==> config.mk <==
export PLATFORM = sky130hd
export DESIGN_NAME = spi_slave
export DESIGN_NICKNAME = d
export VERILOG_FILES = /design/src/rtl/spi_pkg.sv /design/src/rtl/spi_sync.sv /design/src/rtl/spi_slave.sv
export SDC_FILE = /design/constraint.sdc
export NUM_CORES = 1
export LEC_CHECK = 0
export ABC_AREA = 1
export CORE_ASPECT_RATIO = 0.6
export CORE_MARGIN = 1
export CORE_UTILIZATION = 45
export CTS_BUF_LIST = sky130_fd_sc_hd__clkbuf_8
export DETAILED_ROUTE_END_ITERATION = 10
export PLACE_DENSITY = 0.64
export RECOVER_POWER = 25
export SYNTH_ARGS = -nofsm -noshare
export SYNTH_HDL_FRONTEND = slang
export SYNTH_SLANG_ARGS = --single-unit
==> constraint.sdc <==
create_clock -name i_clock -period 3 [get_ports i_clock]
set_clock_uncertainty 0.05 [all_clocks]
set_input_delay 0.75 -clock i_clock [delete_from_list [all_inputs] [get_ports i_clock]]
set_output_delay 0.75 -clock i_clock [all_outputs]
set_load 0.005 [all_outputs]
==> src/rtl/spi_pkg.sv <==
// rtl/spi_pkg.sv - shared SPI frame constants and slave state encoding
package spi_pkg;

  // Fixed frame layout: ID byte, address byte, data byte.
  localparam int FRAME_BITS = 24;
  localparam int BYTE_BITS  = 8;

  // Default ID bytes, shared with the master side of the link.
  localparam logic [7:0] SLAVE_IDW_DEF = 8'hFF;
  localparam logic [7:0] SLAVE_IDR_DEF = 8'h00;

  typedef enum logic [2:0] {
    ST_IDLE,
    ST_ID,
    ST_ADDR_W,
    ST_DATA_W,
    ST_ADDR_R,
    ST_DATA_R,
    ST_TAIL,
    ST_IGNORE
  } spi_state_e;

endpackage

==> src/rtl/spi_sync.sv <==
// rtl/spi_sync.sv - multi-stage input synchroniser with edge pulses
module spi_sync
  import spi_pkg::*;
#(
  parameter int   STAGES    = 2,
  parameter logic RESET_VAL = 1'b0
) (
  input  logic i_clock,
  input  logic i_reset,
  input  logic i_d,
  output logic o_q,
  output logic o_rise,
  output logic o_fall
);

  logic [STAGES-1:0] r_chain;
  logic              r_prev;

  // Shift the pin through the chain; keep the previous synced sample for edge detection.
  always_ff @(posedge i_clock or posedge i_reset) begin
    if (i_reset) begin
      r_chain <= {STAGES{RESET_VAL}};
      r_prev  <= RESET_VAL;
    end else begin
      r_chain <= {r_chain[STAGES-2:0], i_d};
      r_prev  <= r_chain[STAGES-1];
    end
  end

  assign o_q    = r_chain[STAGES-1];
  assign o_rise = r_chain[STAGES-1] & ~r_prev;
  assign o_fall = ~r_chain[STAGES-1] & r_prev;

endmodule

==> src/rtl/spi_slave.sv <==
// rtl/spi_slave.sv - oversampling mode-0 SPI slave decoding ID/addr/data frames
module spi_slave
  import spi_pkg::*;
#(
  parameter logic [7:0] SLAVE_IDW   = SLAVE_IDW_DEF,
  parameter logic [7:0] SLAVE_IDR   = SLAVE_IDR_DEF,
  parameter int         SYNC_STAGES = 2
) (
  input  logic       i_clock,
  input  logic       i_reset,
  input  logic       i_sclk,
  input  logic       i_ss,
  input  logic       i_mosi,
  output logic       o_miso,
  output logic       o_wr_en,
  output logic [7:0] o_wr_addr,
  output logic [7:0] o_wr_data,
  output logic       o_rd_en,
  output logic [7:0] o_rd_addr,
  input  logic [7:0] i_rd_data,
  output logic       o_busy,
  output logic       o_frame_err
);

  localparam logic [4:0] C_ID_END   = 5'(BYTE_BITS);
  localparam logic [4:0] C_ADDR_END = 5'(2 * BYTE_BITS);
  localparam logic [4:0] C_DATA_END = 5'(FRAME_BITS);
  localparam logic [3:0] C_TX_BITS  = 4'(BYTE_BITS);

  logic w_sclk_q, w_sclk_rise, w_sclk_fall;
  logic w_ss_q, w_ss_rise, w_ss_fall;
  logic w_mosi_q, w_mosi_rise, w_mosi_fall;
  logic w_unused_sync;

  spi_sync #(.STAGES(SYNC_STAGES), .RESET_VAL(1'b0)) u_sync_sclk (
    .i_clock(i_clock), .i_reset(i_reset), .i_d(i_sclk),
    .o_q(w_sclk_q), .o_rise(w_sclk_rise), .o_fall(w_sclk_fall)
  );

  spi_sync #(.STAGES(SYNC_STAGES), .RESET_VAL(1'b1)) u_sync_ss (
    .i_clock(i_clock), .i_reset(i_reset), .i_d(i_ss),
    .o_q(w_ss_q), .o_rise(w_ss_rise), .o_fall(w_ss_fall)
  );

  spi_sync #(.STAGES(SYNC_STAGES), .RESET_VAL(1'b0)) u_sync_mosi (
    .i_clock(i_clock), .i_reset(i_reset), .i_d(i_mosi),
    .o_q(w_mosi_q), .o_rise(w_mosi_rise), .o_fall(w_mosi_fall)
  );

  assign w_unused_sync = ^{w_sclk_q, w_ss_q, w_mosi_rise, w_mosi_fall};

  spi_state_e r_state;
  logic [4:0] r_bit_cnt;
  logic [7:0] r_shift;
  logic [7:0] r_addr;
  logic [7:0] r_tx;
  logic [3:0] r_tx_cnt;
  logic       r_load;
  logic       r_miso, r_wr_en, r_rd_en, r_busy, r_frame_err;
  logic [7:0] r_wr_addr, r_wr_data, r_rd_addr;

  logic [4:0] w_cnt_next;
  logic [7:0] w_byte;
  logic       w_rise_at;

  // Count and byte value as they will be once the current sclk rise is taken.
  assign w_cnt_next = r_bit_cnt + 5'd1;
  assign w_byte     = {r_shift[6:0], w_mosi_q};
  assign w_rise_at  = w_sclk_rise;

  // Frame decoder: bit capture, state sequencing, strobes and miso shifting.
  always_ff @(posedge i_clock or posedge i_reset) begin
    if (i_reset) begin
      r_state     <= ST_IDLE;
      r_bit_cnt   <= '0;
      r_shift     <= '0;
      r_addr      <= '0;
      r_tx        <= '0;
      r_tx_cnt    <= '0;
      r_load      <= 1'b0;
      r_miso      <= 1'b0;
      r_wr_en     <= 1'b0;
      r_wr_addr   <= '0;
      r_wr_data   <= '0;
      r_rd_en     <= 1'b0;
      r_rd_addr   <= '0;
      r_busy      <= 1'b0;
      r_frame_err <= 1'b0;
    end else begin
      r_wr_en     <= 1'b0;
      r_rd_en     <= 1'b0;
      r_frame_err <= 1'b0;
      // Local data arrives the cycle after the read request.
      r_load      <= r_rd_en;

      if (w_rise_at) begin
        r_shift   <= w_byte;
        r_bit_cnt <= w_cnt_next;
      end
      if (w_ss_fall) begin
        r_bit_cnt <= '0;
      end

      case (r_state)
        ST_IDLE: begin
          r_miso <= 1'b0;
          if (w_ss_fall) begin
            r_state <= ST_ID;
            r_busy  <= 1'b1;
          end
        end

        ST_ID, ST_ADDR_W, ST_ADDR_R: begin
          r_miso <= 1'b0;
          if (w_ss_rise) begin
            r_state     <= ST_IDLE;
            r_busy      <= 1'b0;
            r_frame_err <= 1'b1;
          end else if (w_rise_at && r_state == ST_ID && w_cnt_next == C_ID_END) begin
            if (w_byte == SLAVE_IDW) begin
              r_state <= ST_ADDR_W;
            end else if (w_byte == SLAVE_IDR) begin
              r_state <= ST_ADDR_R;
            end else begin
              r_state     <= ST_IGNORE;
              r_frame_err <= 1'b1;
            end
          end else if (w_rise_at && w_cnt_next == C_ADDR_END) begin
            if (r_state == ST_ADDR_W) begin
              r_addr  <= w_byte;
              r_state <= ST_DATA_W;
            end else if (r_state == ST_ADDR_R) begin
              r_rd_en   <= 1'b1;
              r_rd_addr <= w_byte;
              r_tx_cnt  <= '0;
              r_state   <= ST_DATA_R;
            end
          end
        end

        ST_DATA_W: begin
          r_miso <= 1'b0;
          // A last rise seen together with ss rise still completes the write.
          if (w_rise_at && w_cnt_next == C_DATA_END) begin
            r_wr_en   <= 1'b1;
            r_wr_addr <= r_addr;
            r_wr_data <= w_byte;
            r_state   <= w_ss_rise ? ST_IDLE : ST_TAIL;
            r_busy    <= ~w_ss_rise;
          end else if (w_ss_rise) begin
            r_state     <= ST_IDLE;
            r_busy      <= 1'b0;
            r_frame_err <= 1'b1;
          end
        end

        ST_DATA_R: begin
          if (w_rise_at && w_cnt_next == C_DATA_END) begin
            r_miso  <= 1'b0;
            r_state <= w_ss_rise ? ST_IDLE : ST_TAIL;
            r_busy  <= ~w_ss_rise;
          end else if (w_ss_rise) begin
            r_miso      <= 1'b0;
            r_state     <= ST_IDLE;
            r_busy      <= 1'b0;
            r_frame_err <= 1'b1;
          end else begin
            if (r_load) begin
              r_tx <= i_rd_data;
            end
            if (w_sclk_fall) begin
              if (r_tx_cnt < C_TX_BITS) begin
                r_miso   <= r_tx[7];
                r_tx     <= {r_tx[6:0], 1'b0};
                r_tx_cnt <= r_tx_cnt + 4'd1;
              end else begin
                r_miso <= 1'b0;
              end
            end
          end
        end

        ST_TAIL, ST_IGNORE: begin
          r_miso <= 1'b0;
          if (w_ss_rise) begin
            r_state <= ST_IDLE;
            r_busy  <= 1'b0;
          end
        end

        default: begin
          r_state <= ST_IDLE;
          r_busy  <= 1'b0;
          r_miso  <= 1'b0;
        end
      endcase
    end
  end

  assign o_miso      = r_miso;
  assign o_wr_en     = r_wr_en;
  assign o_wr_addr   = r_wr_addr;
  assign o_wr_data   = r_wr_data;
  assign o_rd_en     = r_rd_en;
  assign o_rd_addr   = r_rd_addr;
  assign o_busy      = r_busy;
  assign o_frame_err = r_frame_err;

endmodule
Word-level counts from Yosys, hierarchy flattened

Cells that the tools add are included.
Widths: inputs -> output; s select.

Memory bits (read-only): 0
Input bits: 13
Memories: 0
Bits in latches: 0
Register bits: 73
Memory bits (writable): 0

Muxes and demuxes: 51
Bitwise logic cells: 12
Multiply operators: 0
Div/mod/pow operators: 0
$add $sub $neg: 2
Magnitude comparators: 1
Reduce and logical (&&, ||, !) cells: 19
Equality and inequality tests: 24
Shifts and indexed selects: 0

Operators by type and width:

| cell                | number |
|---|---|
| $mux 4              | 9 |
| $mux 3              | 10 |
| $mux 8              | 3 |
| $mux 1              | 21 |
| $ne 2x2->1 const B  | 8 |
| $eq 3x3->1 const B  | 4 |
| $pmux 3 s4          | 1 |
| $eq 5x5->1 const B  | 2 |
| $mux 5              | 2 |
| $reduce_and 10->1   | 1 |
| $eq 8x8->1 const B  | 1 |
| $logic_not 8->1     | 1 |
| $not 1->1           | 8 |
| $pmux 4 s2          | 1 |
| $reduce_or 7->1     | 1 |
| $eq 3x2->1 const B  | 2 |
| $reduce_and 3->1    | 2 |
| $reduce_and 6->1    | 1 |
| $add 5x1->5 const B | 1 |
| $eq 5x4->1 const B  | 1 |
| $ne 5x5->1 const B  | 1 |
| $reduce_and 5->1    | 1 |
| $reduce_or 5->1     | 1 |
| $add 4x1->4 const B | 1 |
| 15 further kinds    | 25 |

Logic depth before layout (Yosys ltp)

Depth in word-level cells: 7
Gate-level depth with buffers: 11
Mapped depth without buffers: 11

Cells and area by module

A second synthesis with hierarchy kept.

Cell total of the unflattened synthesis: 404
Area, all modules: 3444.6 sq um

By module, submodules not included:

| module                     | instances | area each (sq um) | cells each |
|---|---|---|---|
| spi_slave                  | 1         | 3159.3            | 380 |
| spi_sync (u_sync_mosi ...) | 2         | 93.8              | 8 |
| spi_sync (u_sync_ss)       | 1         | 97.6              | 8 |

Worst setup path before layout

Ideal clock, no wire load.

Kind: register -> register
Start: reg r_bit_cnt[0]
End: reg r_wr_data[1], in the netlist o_wr_data[1]
Data arrival time: 1.669 ns
Required time: 2.831 ns
Path buffers: 2
Cell stages (with the launch flop): 12
Period minus slack after synthesis: 1.838 ns
Library setup time: 0.119 ns
Setup slack: 1.162 ns
Cell sequence: dfrtp_1 ha_1 inv_1 nand2_2 nand3_4 nor2_4 nand2_2 or2_1 buf_6 buf_6 nand2_2 o21ai_2

Cells in the longest elaborated chain, start to end: 4

Ends and longest elaborated chain:

| what                              | RTL line         | RTL |
|---|---|---|
| start, declared                   | spi_slave.sv:53  | `logic [4:0] r_bit_cnt;` |
| start signal, assigned            | spi_slave.sv:98  | `r_bit_cnt <= w_cnt_next;` |
| $add 5x1->5                       | spi_slave.sv:67  | `assign w_cnt_next = r_bit_cnt + 5'd1;` |
| $eq 5x5->1                        | spi_slave.sv:144 | `if (w_rise_at && w_cnt_next == C_DATA_END) begin` |
| $logic_and 1x1->1                 | spi_slave.sv:144 |  |
| $reduce_and 2->1 (no source line) | -                |  |
| end signal, assigned              | spi_slave.sv:147 | `r_wr_data <= w_byte;` |
| end, declared                     | spi_slave.sv:60  | `logic [7:0] r_wr_addr, r_wr_data, r_rd_addr;` |

No other way between the ends.
A chain may end at the register's enable or synchronous reset.

Final worst setup path

Start: reg r_bit_cnt[0]
End: reg r_wr_addr[4], in the netlist o_wr_addr[4]

Cells in the longest elaborated chain, start to end: 4

Ends and longest elaborated chain:

| what                              | RTL line         | RTL |
|---|---|---|
| $add 5x1->5                       | spi_slave.sv:67  |  |
| $eq 5x5->1                        | spi_slave.sv:144 |  |
| $logic_and 1x1->1                 | spi_slave.sv:144 |  |
| $reduce_and 2->1 (no source line) | -                |  |
| end signal, assigned              | spi_slave.sv:146 | `r_wr_addr <= r_addr;` |
| end, declared                     | spi_slave.sv:60  |  |

No other way between the ends.

==> reports/metrics.cfg <==
[finish]
final_nets=436
area_growth_pct=20.4
diodes=0
drive_gt1_share_pct=13.2
fin_cells=511
final_util_pct=58.2

[setup_path]
crit_arrival_ns=2.51
start_kind=flip-flop
r2r_end=o_wr_addr[4]$_DFFE_PP0P_
critPathRequiredTime_ns=3.19
worst-path-max-fanout=18
path_class=flip-flop to flip-flop
r2r-start=r_bit_cnt[0]$_DFFE_PP0P_
rrSetupSlack_ns=0.68
worstSetupEndpointType=flip-flop
r2r_cells=10

[synth]
ys_seq_elements=73
synth.distinct_cells=36
synth_cells=374
synth-edff-count=0
syn_nets=390
yosysWarnings=0
avgSynthCellArea_sq_um=8.93
synth_area_sq_um=3340
async_flop_share_pct=100
synth_ff_type=dfrtp_1
ys_seq_area_share_pct=54.8

[power_and_ir_drop]
ir_drop_mv=0.356
switching_share_pct=32.4
p_leak_nw=1.86
p_comb_share_pct=22.4
p_sw_uw=824
powerDensity_nw_per_um2=632
clock_power_share_pct=29.7
pwr-share-seq_pct=47.9
p_int_mw=1.72
power_mw=2.54

[place]
place.gp.congestion=0.879
dpl.cell_count=496
post-dp-hpwl_mm=4.93
io_buffers=41

[grt]
grt_antenna_before_repair=0
grt-ovfl-total=0
grt_util_all_layers_pct=19.9
grt_pass1_vias=2426
grt_pass1_wl_mm=11.5
grt_max_degree=29

[floorplan]
die_y_um=68.7
row_count=23
die-area_sq_um=7780
fp.coreArea_sq_um=6910
ios=42
die-width_um=113
start_util_pct=48.4

[min_path]
holdPathStages=0
hp-start=u_sync_mosi.r_chain[0]$_DFF_PP0_
hp-class=flip-flop to flip-flop
min_delay_worst_endpoint=u_sync_mosi.r_chain[1]$_DFF_PP0_

[flow_run]
drv_cap=0

[drt]
drt_iter0_drc=153
drc=0
first_pass_iters=4
vias=2541
m1WireLength_mm=3.67
top_layer=met4
wl_met3_um=350
drt-total-wl_mm=6.71
vias_per_cell=4.97
wl_per_cell_um=13.1
antenna_left=0
met2_length_mm=2.62

[clocking]
ctsResizeCount=0
post-cts-setup-buffers=0
cts_tree=built
cts_buffer_depth=2
clk_latency_ns=0.35
numCtsBuffers=9
path_clk_slew_ns=0.07
cts_root_buf=clkbuf_8
htree_levels=3
cts_sinks=73
cts_hold_buf=0

[sta]
slew_headroom_pct=53.0
hold_violations=0
finalCriticalPeriod_ns=2.32
worstMarginPinSlew_ns=0.706
setup_tns_ns=0
fin_crit_sh_pct=77.3
whs_ns=0.302
fmax_mhz=431
setup_viol=0
rsz0062_at_grt=no
slew_viol_final=0

[outcome]
status=finished, final reports clean

==> cells by family after synthesis <==
| logic type | count (synthesis) | synth area share, % |
|---|---|---|
| buffers and inverters | 43 | 5.92 |
| multiplexers | 1 | 0.300 |
| adder cells (fa/ha/maj) | 3 | 1.12 |
| flip-flops | 73 | 54.8 |
| AO/OA/AOI/OAI | 74 | 13.3 |
| AND/OR/NAND/NOR | 180 | 24.6 |
==> per-stage QoR <==
step                worst slack [ns]  area, sq um
global route                   0.467         4020
finish                         0.680         4020
detailed placement             0.699         3830
CTS                            0.683         4030
floorplan                      0.352         3340
global placement               0.788         3830
==> power by group through the flow <==
stage          clock network, mW  registers (mW)  logic, mW
4_1_cts                    0.781            1.21      0.574
6_report                   0.755            1.22      0.570
3_5_place_dp                   0            1.23      0.570
2_1_floorplan                  0            1.20      0.441
3_3_place_gp                   0            1.23      0.567
5_1_grt                    0.825            1.23      0.672
==> cell type report <==
cell class,instances,area (sq um)
repair buffers,46,457
clock buffers,10,138
inverters,32,120
clock inverters,5,56.3
fillers,605,2890
multi-input cells,258,1310
well taps,87,109
flip-flops and latches,73,1830
==> state kept, by name (all words and copies together) (netlist names) <==
signal and cells:
r_bit_cnt 5, o_wr_en 1, o_frame_err 1, r_shift 7
o_busy 1, o_miso 1, o_rd_en 1, r_tx_cnt 4
r_tx 8, o_wr_addr 8, u_sync_ss.r_chain 2, u_sync_mosi.r_chain 2
r_state 3, r_load 1, u_sync_sclk.r_prev 1, o_rd_addr 8
u_sync_sclk.r_chain 2, u_sync_ss.r_prev 1, r_addr 8, o_wr_data 8
==> critical path, stage by stage, from the launching register on <==
cell     delay (ns)
dfrtp_1        0.44
ha_1           0.30
nand3_2        0.10
nand2_1        0.06
nand2_2        0.10
nor2_4         0.05
nand2_2        0.10
or2_1          0.57
inv_2          0.23
nand2_1        0.12
nand2_1        0.06
==> cell usage in the layout (no fill, tap or decap), types with 5 or more instances in the layout <==
| cell | synthesis | routed |
|---|---|---|
| dfrtp_1 | 70 | 70 |
| clkdlybuf4s50_1 | 0 | 37 |
| inv_1 | 30 | 30 |
| nand3_1 | 14 | 14 |
| nand4_1 | 5 | 5 |
| nand2_2 | 12 | 12 |
| nand2_1 | 97 | 97 |
| nor2_1 | 37 | 37 |
| o21ai_2 | 8 | 8 |
| o21a_1 | 8 | 8 |
| clkbuf_8 | 0 | 10 |
| o21ai_0 | 45 | 45 |
==> how the worst max path moves through the flow <==
stage                     slack (ns)                      from                        to
final                           0.68  r_bit_cnt[0]$_DFFE_PP0P_  o_wr_addr[4]$_DFFE_PP0P_
after CTS                       0.68  r_bit_cnt[0]$_DFFE_PP0P_  o_wr_addr[4]$_DFFE_PP0P_
after global routing            0.47  r_bit_cnt[0]$_DFFE_PP0P_  o_wr_addr[7]$_DFFE_PP0P_
after detailed placement        0.70  r_bit_cnt[0]$_DFFE_PP0P_  o_wr_addr[4]$_DFFE_PP0P_
after global placement          0.79  r_bit_cnt[0]$_DFFE_PP0P_  o_wr_addr[5]$_DFFE_PP0P_
after floorplan                 0.35                   i_reset        o_busy$_DFFE_PP0P_
==> per-layer routing <==
layer	global-route usage (%)	vias up
met5	0	-
met1	28.6	1168
met2	27.7	62
met4	9.54	0
met3	5.86	7
li1	-	1304
==> cell usage after synthesis, types with 3 or more instances <==
| cell | count | area [sq um] |
|---|---|---|
| nand2_1 | 97 | 364 |
| dfrtp_1 | 70 | 1750 |
| o21ai_0 | 45 | 225 |
| nor2_1 | 37 | 139 |
| inv_1 | 30 | 113 |
| nand3_1 | 14 | 70.1 |
| nand2_2 | 12 | 75.1 |
| o21a_1 | 8 | 60.1 |
| o21ai_2 | 8 | 70.1 |
| nand4_1 | 5 | 31.3 |
| buf_6 | 4 | 45.0 |
| clkbuf_1 | 4 | 15.0 |
| nand3_2 | 4 | 40.0 |
| a21oi_1 | 3 | 15.0 |
| dfstp_2 | 3 | 78.8 |
| ha_1 | 3 | 37.5 |
| o22ai_1 | 3 | 18.8 |
(Power assumes the default switching activity.)
